<file path="src/rtl/month_year_counter_pkg.sv">
// Shared calendar constants for the month/year stage and the day counter:
// BCD month codes, days-per-month values and the default reset date.
package month_year_counter_pkg;

  localparam logic [7:0] M_JAN = 8'h01;
  localparam logic [7:0] M_FEB = 8'h02;
  localparam logic [7:0] M_MAR = 8'h03;
  localparam logic [7:0] M_APR = 8'h04;
  localparam logic [7:0] M_MAY = 8'h05;
  localparam logic [7:0] M_JUN = 8'h06;
  localparam logic [7:0] M_JUL = 8'h07;
  localparam logic [7:0] M_AUG = 8'h08;
  localparam logic [7:0] M_SEP = 8'h09;
  localparam logic [7:0] M_OCT = 8'h10;
  localparam logic [7:0] M_NOV = 8'h11;
  localparam logic [7:0] M_DEC = 8'h12;

  localparam logic [4:0] DAYS_28 = 5'd28;
  localparam logic [4:0] DAYS_29 = 5'd29;
  localparam logic [4:0] DAYS_30 = 5'd30;
  localparam logic [4:0] DAYS_31 = 5'd31;

  localparam logic [3:0]  DEFAULT_MONTH = 4'd1;
  localparam logic [15:0] DEFAULT_YEAR  = 16'h2025;

  function automatic logic bcd_digit_ok(input logic [3:0] d);
    return d <= 4'd9;
  endfunction

endpackage

</file>
<file path="src/rtl/month_year_counter_leap_year_detect.sv">
// Gregorian leap-year detector working directly on a 4-digit BCD year.
// Purely combinational so it can be shared with a day-of-week block.
module leap_year_detect (
  input  logic [3:0] yth,
  input  logic [3:0] yh,
  input  logic [3:0] yt,
  input  logic [3:0] yu,
  output logic       leap
);

  logic [6:0] y2;
  logic [6:0] c2;

  assign y2 = ({3'b000, yt} * 7'd10) + {3'b000, yu};
  assign c2 = ({3'b000, yth} * 7'd10) + {3'b000, yh};

  // Century years (y2 == 0) are leap only when the century is divisible by 4.
  assign leap = ((y2 % 7'd4) == 7'd0) &&
                ((y2 != 7'd0) || ((c2 % 7'd4) == 7'd0));

endmodule

</file>
<file path="src/rtl/month_year_counter.sv">
// Month (BCD 01-12) and 4-digit BCD year counter advanced by the day counter's
// rollover pulse, with validated parallel load, leap flag and days-in-month.
module month_year_counter
  import month_year_counter_pkg::*;
#(
  parameter logic [3:0]  RST_MONTH = DEFAULT_MONTH,
  parameter logic [15:0] RST_YEAR  = DEFAULT_YEAR
) (
  input  logic        clk,
  input  logic        rst,
  input  logic        ce,
  input  logic        load_en,
  input  logic [3:0]  load_month,
  input  logic [15:0] load_year,
  output logic [3:0]  mu,
  output logic [3:0]  mt,
  output logic [3:0]  yu,
  output logic [3:0]  yt,
  output logic [3:0]  yh,
  output logic [3:0]  yth,
  output logic        leap,
  output logic [4:0]  max_days,
  output logic        cout,
  output logic        load_err
);

  localparam logic [3:0] RST_MT = (RST_MONTH >= 4'd10) ? 4'd1 : 4'd0;
  localparam logic [3:0] RST_MU = (RST_MONTH >= 4'd10) ? (RST_MONTH - 4'd10) : RST_MONTH;

  logic [3:0] nyu, nyt, nyh, nyth;
  logic       year_wrap;
  logic [3:0] nmt, nmu;
  logic       is_dec;
  logic       load_ok;
  logic [3:0] load_mt, load_mu;

  // BCD ripple increment of the year; year_wrap flags 9999 -> 0000.
  always_comb begin
    nyu       = yu;
    nyt       = yt;
    nyh       = yh;
    nyth      = yth;
    year_wrap = 1'b0;
    if (yu != 4'd9) begin
      nyu = yu + 4'd1;
    end else begin
      nyu = 4'd0;
      if (yt != 4'd9) begin
        nyt = yt + 4'd1;
      end else begin
        nyt = 4'd0;
        if (yh != 4'd9) begin
          nyh = yh + 4'd1;
        end else begin
          nyh = 4'd0;
          if (yth != 4'd9) begin
            nyth = yth + 4'd1;
          end else begin
            nyth      = 4'd0;
            year_wrap = 1'b1;
          end
        end
      end
    end
  end

  // Month increment for the non-December case; December is handled in the register.
  always_comb begin
    is_dec = ({mt, mu} == M_DEC);
    nmt    = mt;
    nmu    = mu;
    if (mu == 4'd9) begin
      nmt = 4'd1;
      nmu = 4'd0;
    end else begin
      nmu = mu + 4'd1;
    end
  end

  always_comb begin
    load_ok = (load_month >= 4'd1) && (load_month <= 4'd12) &&
              bcd_digit_ok(load_year[15:12]) && bcd_digit_ok(load_year[11:8]) &&
              bcd_digit_ok(load_year[7:4])   && bcd_digit_ok(load_year[3:0]);
    load_mt = (load_month >= 4'd10) ? 4'd1 : 4'd0;
    load_mu = (load_month >= 4'd10) ? (load_month - 4'd10) : load_month;
  end

  // Pulses default low every cycle; load beats ce, reset beats both.
  always_ff @(posedge clk) begin
    if (rst) begin
      mt                   <= RST_MT;
      mu                   <= RST_MU;
      {yth, yh, yt, yu}    <= RST_YEAR;
      cout                 <= 1'b0;
      load_err             <= 1'b0;
    end else begin
      cout     <= 1'b0;
      load_err <= 1'b0;
      if (load_en) begin
        if (load_ok) begin
          mt                <= load_mt;
          mu                <= load_mu;
          {yth, yh, yt, yu} <= load_year;
        end else begin
          load_err <= 1'b1;
        end
      end else if (ce) begin
        if (is_dec) begin
          mt                <= 4'd0;
          mu                <= 4'd1;
          {yth, yh, yt, yu} <= {nyth, nyh, nyt, nyu};
          cout              <= year_wrap;
        end else begin
          mt <= nmt;
          mu <= nmu;
        end
      end
    end
  end

  leap_year_detect u_leap (
    .yth  (yth),
    .yh   (yh),
    .yt   (yt),
    .yu   (yu),
    .leap (leap)
  );

  always_comb begin
    case ({mt, mu})
      M_FEB:                      max_days = leap ? DAYS_29 : DAYS_28;
      M_APR, M_JUN, M_SEP, M_NOV: max_days = DAYS_30;
      default:                    max_days = DAYS_31;
    endcase
  end

endmodule
</file>
<file path="config.mk">
export PLATFORM = sky130hd
export DESIGN_NAME = month_year_counter
export DESIGN_NICKNAME = d
export VERILOG_FILES = /design/src/rtl/month_year_counter_pkg.sv /design/src/rtl/month_year_counter_leap_year_detect.sv /design/src/rtl/month_year_counter.sv
export SDC_FILE = /design/constraint.sdc
export NUM_CORES = 1
export LEC_CHECK = 0
export ABC_CLOCK_PERIOD_IN_PS = 4400
export CORE_MARGIN = 2
export CORE_UTILIZATION = 50
export CTS_BUF_LIST = sky130_fd_sc_hd__clkbuf_8
export CTS_CLUSTER_DIAMETER = 100
export DETAILED_ROUTE_END_ITERATION = 8
export GPL_ROUTABILITY_DRIVEN = 0
export GPL_TIMING_DRIVEN = 0
export PLACE_DENSITY = 0.83
export SETUP_SLACK_MARGIN = 0.4
export SYNTH_ARGS = -nofsm -noshare
export SYNTH_HDL_FRONTEND = slang
export SYNTH_SLANG_ARGS = --single-unit
</file>
<file path="constraint.sdc">
create_clock -name clk -period 4.4 [get_ports clk]
set_clock_uncertainty 0.1 [all_clocks]
set_input_delay 0.44 -clock clk [delete_from_list [all_inputs] [get_ports clk]]
set_output_delay 0.44 -clock clk [all_outputs]
set_load 0.005 [all_outputs]
</file>
==> Word-level counts from Yosys, hierarchy flattened <==
Cells that the tools add are included.
{ "classes": {"n_eq_ne": 15, "n_mux": 42, "bitwise_logic": 3, "magnitude_cmp": 7, "mul": 2, "reduce_logical": 22, "addsub": 8} }
{ "ops": {"columns": ["op", "n"], "rows": [
  ["two-way mux 4 bit", 37],
  ["adder 4 x 1 -> 4 bit, second input constant", 5],
  ["less-or-equal comparator 4 bit, second input constant", 5],
  ["== test 8 x 3 -> 1 bit, second input constant", 2],
  ["== test 8 x 5 -> 1 bit, second input constant", 2],
  ["inequality test 4 bit, second input constant", 4],
  ["zero test 7 bit", 2],
  ["== test 8 x 2 -> 1 bit, second input constant", 1],
  ["== test 8 x 4 -> 1 bit, second input constant", 1],
  ["adder 7 x 4 -> 7 bit", 1],
  ["nonzero test 7 bit", 1],
  ["OR reduction 7 bit", 1],
  ["logical AND 1 bit", 6],
  ["multiplier 4 x 3 -> 6 bit, second input constant", 1],
  ["inequality test 2 bit, second input constant", 3],
  ["AND reduction 3 bit", 2],
  ["AND reduction 6 bit", 1],
  ["AND reduction 5 bit", 1],
  ["== test 4 bit, second input constant", 1],
  ["greater-or-equal comparator 4 x 1 -> 1 bit, second input constant", 1],
  ["greater-or-equal comparator 4 bit, second input constant", 1],
  ["multiplier 4 x 3 -> 1 bit, second input constant", 1],
  ["two-way mux 1 bit", 4],
  ["case mux 2 bit (2 select lines)", 1],
  ["other kinds (11)", 14]
]} }
{ "word_totals": {"output_inout_bits": 32, "reg_bits": 26, "wordCells": 107} }

==> Depth between registers and ports, before layout <==
Gate-level depths: netlist (run 1).
{ "logic_depth": {"depth_word": 8, "ltp_mapped": 9, "mapped_depth_nobuf": 9} }

==> By module <==
Synthesis (run 1) repeated with hierarchy kept, for this count alone.
{ "hier_totals": {"hier_cells": 256, "hier_area_um2": 2018.2} }
{ "by_module_without_submodules": {"columns": ["module", "instances", "cells_per_inst", "area_each_um2", "seq_area_each_um2"], "rows": [
  ["month_year_counter", 1, 227, 1766.7, 460.4],
  ["leap_year_detect", 1, 29, 251.5, 0.0]
]} }

==> Worst setup path after synthesis (run 1) <==
Ideal clock, no wire load.
{ "synth_timing": {"path_type": "flip-flop to output port", "start": "register yt[1]", "end": "output port max_days[0]", "required_time_ns": 3.860, "n_path_buf": 0, "setup_slack_ns": 1.899, "path_stages_with_launch": 9, "arrival_time_ns": 1.961, "path_cell_list": "dfxtp_1 > ha_1 > ha_1 > inv_1 > fa_1 > nor3b_1 > mux2i_1 > o21ai_0 > a31oi_1"} }
{ "synth_via": {"elab_chain_len": 7} }
{ "synth_lines": {"columns": ["item", "line_no", "text"], "rows": [
  ["start, declared", "month_year_counter.sv:18", "output logic [3:0] yt,"],
  ["start signal, assigned", "month_year_counter.sv:103", "{yth, yh, yt, yu} <= load_year;"],
  ["start signal, assigned", "month_year_counter.sv:111", "{yth, yh, yt, yu} <= {nyth, nyh, nyt, nyu};"],
  ["multiplier 4 x 3 -> 6 bit", "month_year_counter_leap_year_detect.sv:14", "assign y2 = ({3'b000, yt} * 7'd10) + {3'b000, yu};"],
  ["adder 7 x 4 -> 7 bit", "month_year_counter_leap_year_detect.sv:14", null],
  ["nonzero test 7 bit", "month_year_counter_leap_year_detect.sv:19", "((y2 != 7'd0) || ((c2 % 7'd4) == 7'd0));"],
  ["logical OR 1 bit", "month_year_counter_leap_year_detect.sv:19", null],
  ["logical AND 1 bit", "month_year_counter_leap_year_detect.sv:18", "assign leap = ((y2 % 7'd4) == 7'd0) &&"],
  ["two-way mux 1 bit", "month_year_counter.sv:131", "M_FEB: max_days = leap ? DAYS_29 : DAYS_28;"],
  ["case mux 2 bit (2 select lines)", "month_year_counter.sv:130", "case ({mt, mu})"],
  ["end, declared", "month_year_counter.sv:22", "output logic [4:0] max_days,"]
]} }
No other way between the ends.

==> Worst setup path in the final report (run 1) <==
Ends and elaborated chain as after synthesis.

==> results of run 1 <==
==> cell usage in the layout (no fill, tap or decap), types with 2 or more instances in the layout <==
master	instances
clkdlybuf4s50_1	48
dfxtp_1	23
a21oi_1	20
o21ai_0	20
inv_1	18
nand2_1	16
nor2_1	14
ha_1	12
nand3_1	10
clkbuf_1	8
o211ai_1	7
nor3_1	6
nor2b_1	6
buf_4	6
conb_1	6
nand2b_1	5
a211oi_1	5
xor2_1	4
o22ai_1	4
a31oi_1	4
nor4_1	4
mux2i_1	3
o32ai_1	3
a221o_1	3
clkbuf_8	3
nor3b_1	2
and3b_1	2
buf_2	2
nand4_4	2
nand4_1	2
o21ai_2	2
nand3b_1	2
a211o_1	2
o21a_1	2
or2_1	2
buf_6	2
o21ai_1	2
fa_1	2
==> per-stage QoR <==
| step | setup WS [ps] | area (um2) |
|---|---|---|
| 2_1_floorplan | 1900 | 1970 |
| 3_3_place_gp | 1150 | 2510 |
| 3_5_place_dp | 1080 | 2510 |
| 4_1_cts | 777 | 2550 |
| 5_1_grt | 624 | 2550 |
| 6_report | 742 | 2550 |
==> registers in the layout, indices dropped and copies added, names as in the netlist <==
register  flops
cout          1
yh            4
yu            4
mt            1
load_err      1
mu            4
yth           4
yt            4
==> layout make-up <==
| type | instances | area [um2] | area share |
|---|---|---|---|
| buffer | 20 | 116 | 0.0456 |
| clock buffer | 3 | 41.3 | 0.0162 |
| clock inverter | 1 | 3.75 | 0.00147 |
| inverter | 17 | 63.8 | 0.0250 |
| multi-input combinational | 194 | 1330 | 0.520 |
| sequential | 23 | 460 | 0.180 |
| tap | 48 | 60.1 | 0.0235 |
| timing repair buffer | 48 | 480 | 0.188 |
==> worst max-delay path, delay by kind of cell (launching register included) <==
kind | cells | cell delay [ps]
buffers and inverters | 2 | 540
DFF | 1 | 520
muxes | 1 | 100
and+or+nand+nor | 1 | 210
AOI/OAI and AO/OA | 2 | 560
adders and majority gates | 3 | 910
==> routing by layer <==
layer  wire length [um]  vias up  GRT usage
li1                   -     1017          -
met1               2400      971      0.350
met2               2490       83      0.405
met3                278        6     0.0169
met4                 59        0     0.0816
met5                  0        -          0
==> logic make-up after synthesis <==
kind of cell | after synthesis | share of synthesized area
AOI/OAI and AO/OA | 88 | 0.303
and+or+nand+nor | 78 | 0.230
buffers and inverters | 37 | 0.0923
DFF | 23 | 0.236
adders and majority gates | 14 | 0.0974
xor gates and xnor gates | 5 | 0.0224
muxes | 3 | 0.0154
other | 2 | 0.00385
==> worst paths after layout <==
check	start	to	slack [ps]	cells after the start
max	yt[1]$_SDFFE_PP1P_	max_days[0]	740	9
min	yh[3]$_SDFFE_PP0P_	yh[3]$_SDFFE_PP0P_	410	2
max reg2reg	yu[0]$_SDFFE_PP1P_	yh[1]$_SDFFE_PP0P_	2190	7
min reg2reg	yh[3]$_SDFFE_PP0P_	yh[3]$_SDFFE_PP0P_	410	2
==> power breakdown <==
group / total [W] / internal (W) / leakage, nW / switching [W]
logic: 0.000138 / 0.0000683 / 0.748 / 0.0000694
clock network: 0.000136 / 0.0000624 / 0.0269 / 0.0000740
registers: 0.000224 / 0.000215 / 0.187 / 0.00000878
==> impl_metrics.json, run 1 <==
{
  "maxSlewViolCount": 0,
  "root_buffer": "clkbuf_8",
  "ys_ff_latch": 23,
  "fin_cells": 354,
  "viasPerCell": 5.87,
  "path_cells": "ha_1, ha_1, inv_1, fa_1, nor3b_1, mux2i_1, o21ai_0, a31oi_1, clkdlybuf4s50_1",
  "finish.utilization": 0.687,
  "drv_cap": 0,
  "portBuffers": 48,
  "startpoint_type": "register",
  "netlist_area_um2": 1950,
  "path_max_fanout": 10,
  "synthTopCellsByArea": "dfxtp_1 (24%), ha_1 (7.7%), a21oi_1 (5.1%)",
  "drt-initial-drc-count": 195,
  "cts_buffer_depth": 2,
  "fill_cells": 331,
  "drc": 0,
  "rsz0062_at_grt": "no",
  "min_path_type": "reg -> reg",
  "post_cts_buffers": 0,
  "drt_wl_total_mm": 5.23,
  "crit_path_frequent_cell": "ha_1",
  "core_area_um2": 3720,
  "period_needed_ps": 3660,
  "cts_max_level": 1,
  "yosysTopAreaCellShare": 0.236,
  "dp.cells": 350,
  "antennaDiodeCount": 0,
  "clock_latency_ps": 270,
  "endpoint_kind": "primary output",
  "cts_tree": "yes",
  "arrival_ps": 3120,
  "drive_above_1_share": 0.0850,
  "synth_most_common_cell": "dfxtp_1",
  "postSynthAreaPerCell_um2": 7.81,
  "dieArea_um2": 4420,
  "crit_path_max_incr_delay_ps": 520,
  "cts_sinks": 23,
  "grt_pass1_wl_mm": 8.58,
  "ios": 56,
  "synth_cell_types": 58,
  "status": "completed",
  "async_flop_share": 0,
  "grt_max_degree": 13,
  "whs_ps": 411,
  "synth-main-ff-cell": "dfxtp_1",
  "clk_pin_slew_ps": 90,
  "fp.dieH_um": 66.5,
  "grt_overflow": 0,
  "grtUsageTotal": 0.249,
  "crit_type": "reg -> out",
  "cts_hold_buf": 0,
  "ir_worst_vdd_mv": 0.144,
  "rows": 22,
  "area_growth_pct": 30.8,
  "synth_edf_count": 0,
  "fin_tns_setup_ps": 0,
  "post-route-period-util": 0.831,
  "crit_slowest_cell": "dfxtp_1",
  "start_util": 0.525,
  "cp_data_required_time_ps": 3860,
  "first_pass_iters": 5,
  "ys_warn_count": 0,
  "nets": 345,
  "wire_per_inst_um": 14.8,
  "timing.slew.headroom": 0.630,
  "cts_resized": 0,
  "fmax_mhz": 273,
  "ys_seq_area_frac": 0.236,
  "leakage_nw": 0.962,
  "first_global_vias": 1868,
  "synth_commonest_cells": "dfxtp_1 (23), a21oi_1 (20), o21ai_0 (20)",
  "ant_nets": 0,
  "antenna_found_initial": 0,
  "cts_made_buffers": 3,
  "die_w_um": 66.5,
  "final-hold-violation-count": 0,
  "hpwl_mm": 3.96,
  "setup_viol": 0,
  "netlist_instances": 250,
  "worst_pin_slew_ps": 554,
  "synth_largest_area_cell": "dfxtp_1",
  "vias": 2077,
  "powerDensity_nw_per_um2": 195,
  "power_w": 0.000498
}
(Power assumes the default switching activity.)
==> run 2: changes to the inputs <==
--- a/config.mk
+++ b/config.mk
@@ -5,7 +5,7 @@
 export SDC_FILE = /design/constraint.sdc
 export NUM_CORES = 1
 export LEC_CHECK = 0
-export ABC_CLOCK_PERIOD_IN_PS = 4400
+export ABC_CLOCK_PERIOD_IN_PS = 3550
 export CORE_MARGIN = 2
 export CORE_UTILIZATION = 50
 export CTS_BUF_LIST = sky130_fd_sc_hd__clkbuf_8
==> constraint.sdc (replaced) <==
create_clock -name clk -period 3.55 [get_ports clk]
set_clock_uncertainty 0.1 [all_clocks]
set_input_delay 0.355 -clock clk [delete_from_list [all_inputs] [get_ports clk]]
set_output_delay 0.355 -clock clk [all_outputs]
set_load 0.005 [all_outputs]
==> run 2 against run 1 <==
Net effect:
- global-route usage about the same
- combinational power increased by 27%
- total power increased by 25%
- flip-flop and latch count unchanged
- sequential power increased by 23%
- sequential share of layout area decreased by 0.057 points
- hold slack improved by 1.0 ps
- clock power increased by 24%
- via count increased by 0.96%
==> impl_metrics.json, run 2 (synthesis results as in run 1) <==
{
  "status": "completed",
  "fill_cells": 328,
  "layout_commonest_cell": "clkdlybuf4s50_1",
  "drc": 0,
  "drt_wl_total_mm": 5.46,
  "root_buffer": "clkbuf_8",
  "power.share.sequential": 0.445,
  "ir_worst_vdd_mv": 0.172,
  "period_needed_ps": 3040,
  "p_clk_frac": 0.273,
  "leakage_nw": 0.998,
  "rows": 22,
  "intPower_w": 0.000429,
  "area_growth_pct": 34.0,
  "drive_above_1_share": 0.129,
  "worstHoldStart": "yh[3]$_SDFFE_PP0P_",
  "fp.dieH_um": 66.5,
  "combPwrFrac": 0.282,
  "antenna_found_initial": 0,
  "ant_nets": 0,
  "r2r_end": "yh[1]$_SDFFE_PP0P_",
  "clk_pin_slew_ps": 90,
  "startpoint_type": "register",
  "finish.utilization": 0.704,
  "cts_tree": "yes",
  "cp_data_required_time_ps": 3090,
  "pre_cts_slack_ps": 319,
  "ios": 56,
  "wire_per_inst_um": 15.2,
  "rr_worst_depth": 7,
  "grt_max_degree": 13,
  "setup_viol": 0,
  "clock_latency_ps": 270,
  "antennaDiodeCount": 0,
  "final_cell_mix": "clkdlybuf4s50_1 (46), a21oi_1 (20), o21ai_0 (19), dfxtp_1 (19), inv_1 (17)",
  "fmax_mhz": 329,
  "timing.slew.headroom": 0.629,
  "die_w_um": 66.5,
  "cts_sinks": 23,
  "whs_ps": 412,
  "hpwl_mm": 3.96,
  "min_to": "yh[3]$_SDFFE_PP0P_",
  "cts_made_buffers": 3,
  "worst_slack_ps": 512,
  "switching_share": 0.308,
  "rsz0062_at_grt": "no",
  "worst_pin_slew_ps": 557,
  "drt-initial-drc-count": 160,
  "fin_tns_setup_ps": 0,
  "path_max_fanout": 5,
  "final-hold-violation-count": 0,
  "dieArea_um2": 4420,
  "vias": 2097,
  "nets": 349,
  "grt_pass1_wl_mm": 8.60,
  "r2r_start": "yu[0]$_SDFFE_PP1P_",
  "drv_cap": 0,
  "grt_overflow": 0,
  "portBuffers": 48,
  "start_util": 0.525,
  "min_path_type": "reg -> reg",
  "powerDensity_nw_per_um2": 237,
  "first_pass_iters": 4,
  "cts_buffer_depth": 2,
  "viasPerCell": 5.86,
  "arrival_ps": 2580,
  "cts_hold_buf": 0,
  "first_global_vias": 1874,
  "post-route-period-util": 0.856,
  "endpoint_kind": "primary output",
  "cts_max_level": 1,
  "maxSlewViolCount": 0,
  "netSwitchingPower_w": 0.000191,
  "min_path_cells": 2,
  "crit_type": "reg -> out",
  "core_area_um2": 3720,
  "reg2reg_setup_slack_ps": 1310,
  "grtUsageTotal": 0.250
}
-- run 2: layout make-up --
type,instances,area (um2),share of cell area
clock inverters,1,3.75,0.00143
clock buffers,3,41.3,0.0158
plain buffers,20,116,0.0445
multi-input cells,194,1350,0.516
inverters,17,63.8,0.0244
well taps,48,60.1,0.0230
flip-flops and latches,23,470,0.180
repair buffers,52,512,0.196
-- run 2: power by group through the flow --
stage / Sequential, W / Clock, W / Combinational, W
after detailed placement: 0.000283 / 0 / 0.000168
after global placement: 0.000283 / 0 / 0.000165
after global routing: 0.000277 / 0.000180 / 0.000191
final: 0.000276 / 0.000169 / 0.000175
after CTS: 0.000277 / 0.000170 / 0.000168
after floorplan: 0.000282 / 0 / 0.0000955
-- run 2: critical path, stage by stage, from the launching register on --
cell and delay, ps:
dfxtp_4 370, ha_1 300, ha_1 210, inv_2 60, fa_2 450, and3b_1 190
mux2i_2 190, o21ai_2 110, a31oi_1 190, dlygate4sd2_1 250
-- run 2: metrics by stage --
step                instances  power (W)  instance area, um2
finish                    358   0.000620                2620
global route              358   0.000648                2620
CTS                       354   0.000615                2560
detailed placement        350   0.000451                2510
global placement          350   0.000448                2510
floorplan                 254   0.000378                1970
-- run 2: worst max-delay path by stage --
stage                  endpoint               start  depth (start not counted)  slack (ps)
finish              max_days[0]  yt[1]$_SDFFE_PP1P_                          9         510
global route        max_days[0]  yt[1]$_SDFFE_PP1P_                          9         420
CTS                        leap  yt[1]$_SDFFE_PP1P_                         10         420
detailed placement  max_days[0]  yt[1]$_SDFFE_PP1P_                          9         320
global placement    max_days[0]  yt[1]$_SDFFE_PP1P_                          9         390
floorplan           max_days[0]  yt[1]$_SDFFE_PP1P_                          8        1130
-- run 2: timing repair --
action / CTS / global route
setup endpoints to repair: 2 / 1
cloned: 0 / 0
pin swaps: 1 / 2
buffers inserted: 0 / 4
gates resized for setup: 7 / 8
-- run 2: per-layer routing --
layer / global-route usage / part of all wire / vias to the layer above
met4: 0.0816 / 0.012 / 0
met2: 0.405 / 0.48 / 89
met5: 0 / 0 / -
li1: - / - / 1029
met1: 0.351 / 0.45 / 973
met3: 0.0169 / 0.053 / 6
==> run 3: changes to the inputs <==
--- a/config.mk
+++ b/config.mk
@@ -14,7 +14,7 @@
 export GPL_ROUTABILITY_DRIVEN = 0
 export GPL_TIMING_DRIVEN = 0
 export PLACE_DENSITY = 0.83
-export SETUP_SLACK_MARGIN = 0.4
+export SETUP_SLACK_MARGIN = 0.5
 export SYNTH_ARGS = -nofsm -noshare
 export SYNTH_HDL_FRONTEND = slang
 export SYNTH_SLANG_ARGS = --single-unit
==> run 3 against run 2 <==
Net effect:
- maximum frequency rose by 2.8%
- sequential share of layout area rose by 0.17 points
- flip-flop and latch count did not move
- global-route usage rose by 0.39 points
- routed wire length fell by 2.2%
- clock power barely moved
- sequential power barely moved
- combinational power barely moved
- die area did not move
- clock-buffer cell count did not move
- core utilization fell by 0.67 points
==> impl_metrics.json, run 3 (synthesis results as in run 1) <==
{
  "reg2reg_setup_slack_ps": 1330,
  "area_growth_pct": 32.8,
  "worst_slack_ps": 593,
  "clock_latency_ps": 270,
  "ir_worst_vdd_mv": 0.144,
  "cts_hold_buf": 0,
  "finish.utilization": 0.697,
  "placed_cell_area_um2": 2510,
  "clk_pin_slew_ps": 90,
  "root_buffer": "clkbuf_8",
  "rsz0062_at_grt": "no",
  "start_util": 0.525,
  "crit_end": "max_days[0]",
  "fmax_mhz": 338,
  "viasPerCell": 5.85,
  "grtUsageTotal": 0.254,
  "whs_ps": 419,
  "timing.slew.headroom": 0.634,
  "antennaDiodeCount": 0,
  "p_clk_frac": 0.275,
  "leakage_nw": 0.976,
  "cts_sinks": 23,
  "stdcell_area_um2": 2590,
  "min_path_type": "reg -> reg",
  "fin_tns_setup_ps": 0,
  "regArea_um2": 470,
  "wire_per_inst_um": 15.0,
  "ant_nets": 0,
  "fill_cells": 329,
  "setup_viol": 0,
  "layout_commonest_cell": "clkdlybuf4s50_1",
  "final-hold-violation-count": 0,
  "drive_above_1_share": 0.120,
  "first_global_vias": 1915,
  "path_max_fanout": 2,
  "portBuffers": 48,
  "startpoint": "yt[1]$_SDFFE_PP1P_",
  "cts_max_level": 1,
  "drt_wl_total_mm": 5.34,
  "powerDensity_nw_per_um2": 239,
  "combPwrFrac": 0.280,
  "status": "completed",
  "post-route-period-util": 0.833,
  "netSwitchingPower_w": 0.000191,
  "r2r_end": "yh[1]$_SDFFE_PP0P_",
  "drv_cap": 0,
  "cts_made_buffers": 3,
  "first_pass_iters": 4,
  "period_needed_ps": 2960,
  "fp.dieH_um": 66.5,
  "maxSlewViolCount": 0,
  "die_w_um": 66.5,
  "dieArea_um2": 4420,
  "drt-initial-drc-count": 214,
  "multi_input_area_um2": 1340,
  "r2r_start": "yu[0]$_SDFFE_PP1P_",
  "endpoint_kind": "primary output",
  "cp_data_required_time_ps": 3090,
  "crit_type": "reg -> out",
  "grt_max_degree": 13,
  "switching_share": 0.308,
  "hpwl_mm": 3.96,
  "startpoint_type": "register",
  "rr_worst_depth": 7,
  "core_area_um2": 3720,
  "power.share.sequential": 0.445,
  "grt_pass1_wl_mm": 8.77,
  "min_path_cells": 2,
  "nets": 347,
  "rows": 22,
  "final_cell_mix": "clkdlybuf4s50_1 (46), a21oi_1 (20), o21ai_0 (19), dfxtp_1 (19), inv_1 (17)",
  "pre_cts_slack_ps": 319,
  "grt_overflow": 0,
  "arrival_ps": 2500,
  "vias": 2084,
  "antenna_found_initial": 0,
  "cts_tree": "yes",
  "cts_buffer_depth": 2,
  "drc": 0,
  "worst_pin_slew_ps": 549,
  "ios": 56,
  "intPower_w": 0.000428
}
[run 3: changes by cell type in the layout (fill, tap and decap cells not counted)]
cell and delta:
xor2_2 -1, buf_4 -2, clkdlybuf4s15_1 +1, dlymetal6s2s_1 -1
xor2_1 +1
[run 3: critical path, cell delays in order (launching register included)]
cell	delay [ps]
dfxtp_4	350
ha_1	290
ha_1	200
inv_2	60
fa_2	450
and3b_1	190
mux2i_2	170
o21ai_2	100
a31oi_1	200
clkdlybuf4s15_1	230
[run 3: stage by stage]
step | std cells | total power (W)
floorplan | 254 | 0.000378
global placement | 350 | 0.000448
detailed placement | 350 | 0.000451
CTS | 356 | 0.000615
global route | 356 | 0.000647
finish | 356 | 0.000619
[run 3: worst min path at each step]
stage                             start                  to
finish              yth[3]$_SDFFE_PP0P_     cout$_SDFF_PP0_
global route        yth[3]$_SDFFE_PP0P_     cout$_SDFF_PP0_
CTS                  yh[3]$_SDFFE_PP0P_  yh[3]$_SDFFE_PP0P_
detailed placement   yh[3]$_SDFFE_PP0P_  yh[3]$_SDFFE_PP0P_
global placement     yh[3]$_SDFFE_PP0P_  yh[3]$_SDFFE_PP0P_
floorplan           yth[3]$_SDFFE_PP0P_     cout$_SDFF_PP0_
[run 3: power groups by stage]
stage | logic (W) | clock network [W] | registers (W)
after global routing | 0.000190 | 0.000181 | 0.000277
after global placement | 0.000165 | 0 | 0.000283
final | 0.000173 | 0.000170 | 0.000276
after CTS | 0.000170 | 0.000170 | 0.000275
after floorplan | 0.0000955 | 0 | 0.000282
after detailed placement | 0.000168 | 0 | 0.000283
[run 3: what timing repair did]
| item | 4_1_cts | 5_1_grt |
|---|---|---|
| gates cloned | 0 | 0 |
| buffers inserted | 2 | 0 |
| hold endpoints to repair | 0 | 0 |
| pin swaps | 2 | 0 |
| setup endpoints to repair | 2 | 1 |
| resized for setup | 12 | 3 |
[run 3: metal layers]
metal  global-route usage  routed length, um  up-vias
li1                     -                  -     1027
met3               0.0220                335        9
met4               0.0765                 57        0
met1                0.351               2430      963
met2                0.418               2510       85
met5                    0                  0        -
[run 3: area by class of cell]
class	instances	area share
Clock buffer	3	0.0159
Buffer	20	0.0449
Sequential cell	23	0.182
Tap cell	48	0.0232
Clock inverter	1	0.00145
Inverter	17	0.0246
Timing Repair Buffer	50	0.191
Multi-Input combinational cell	194	0.518
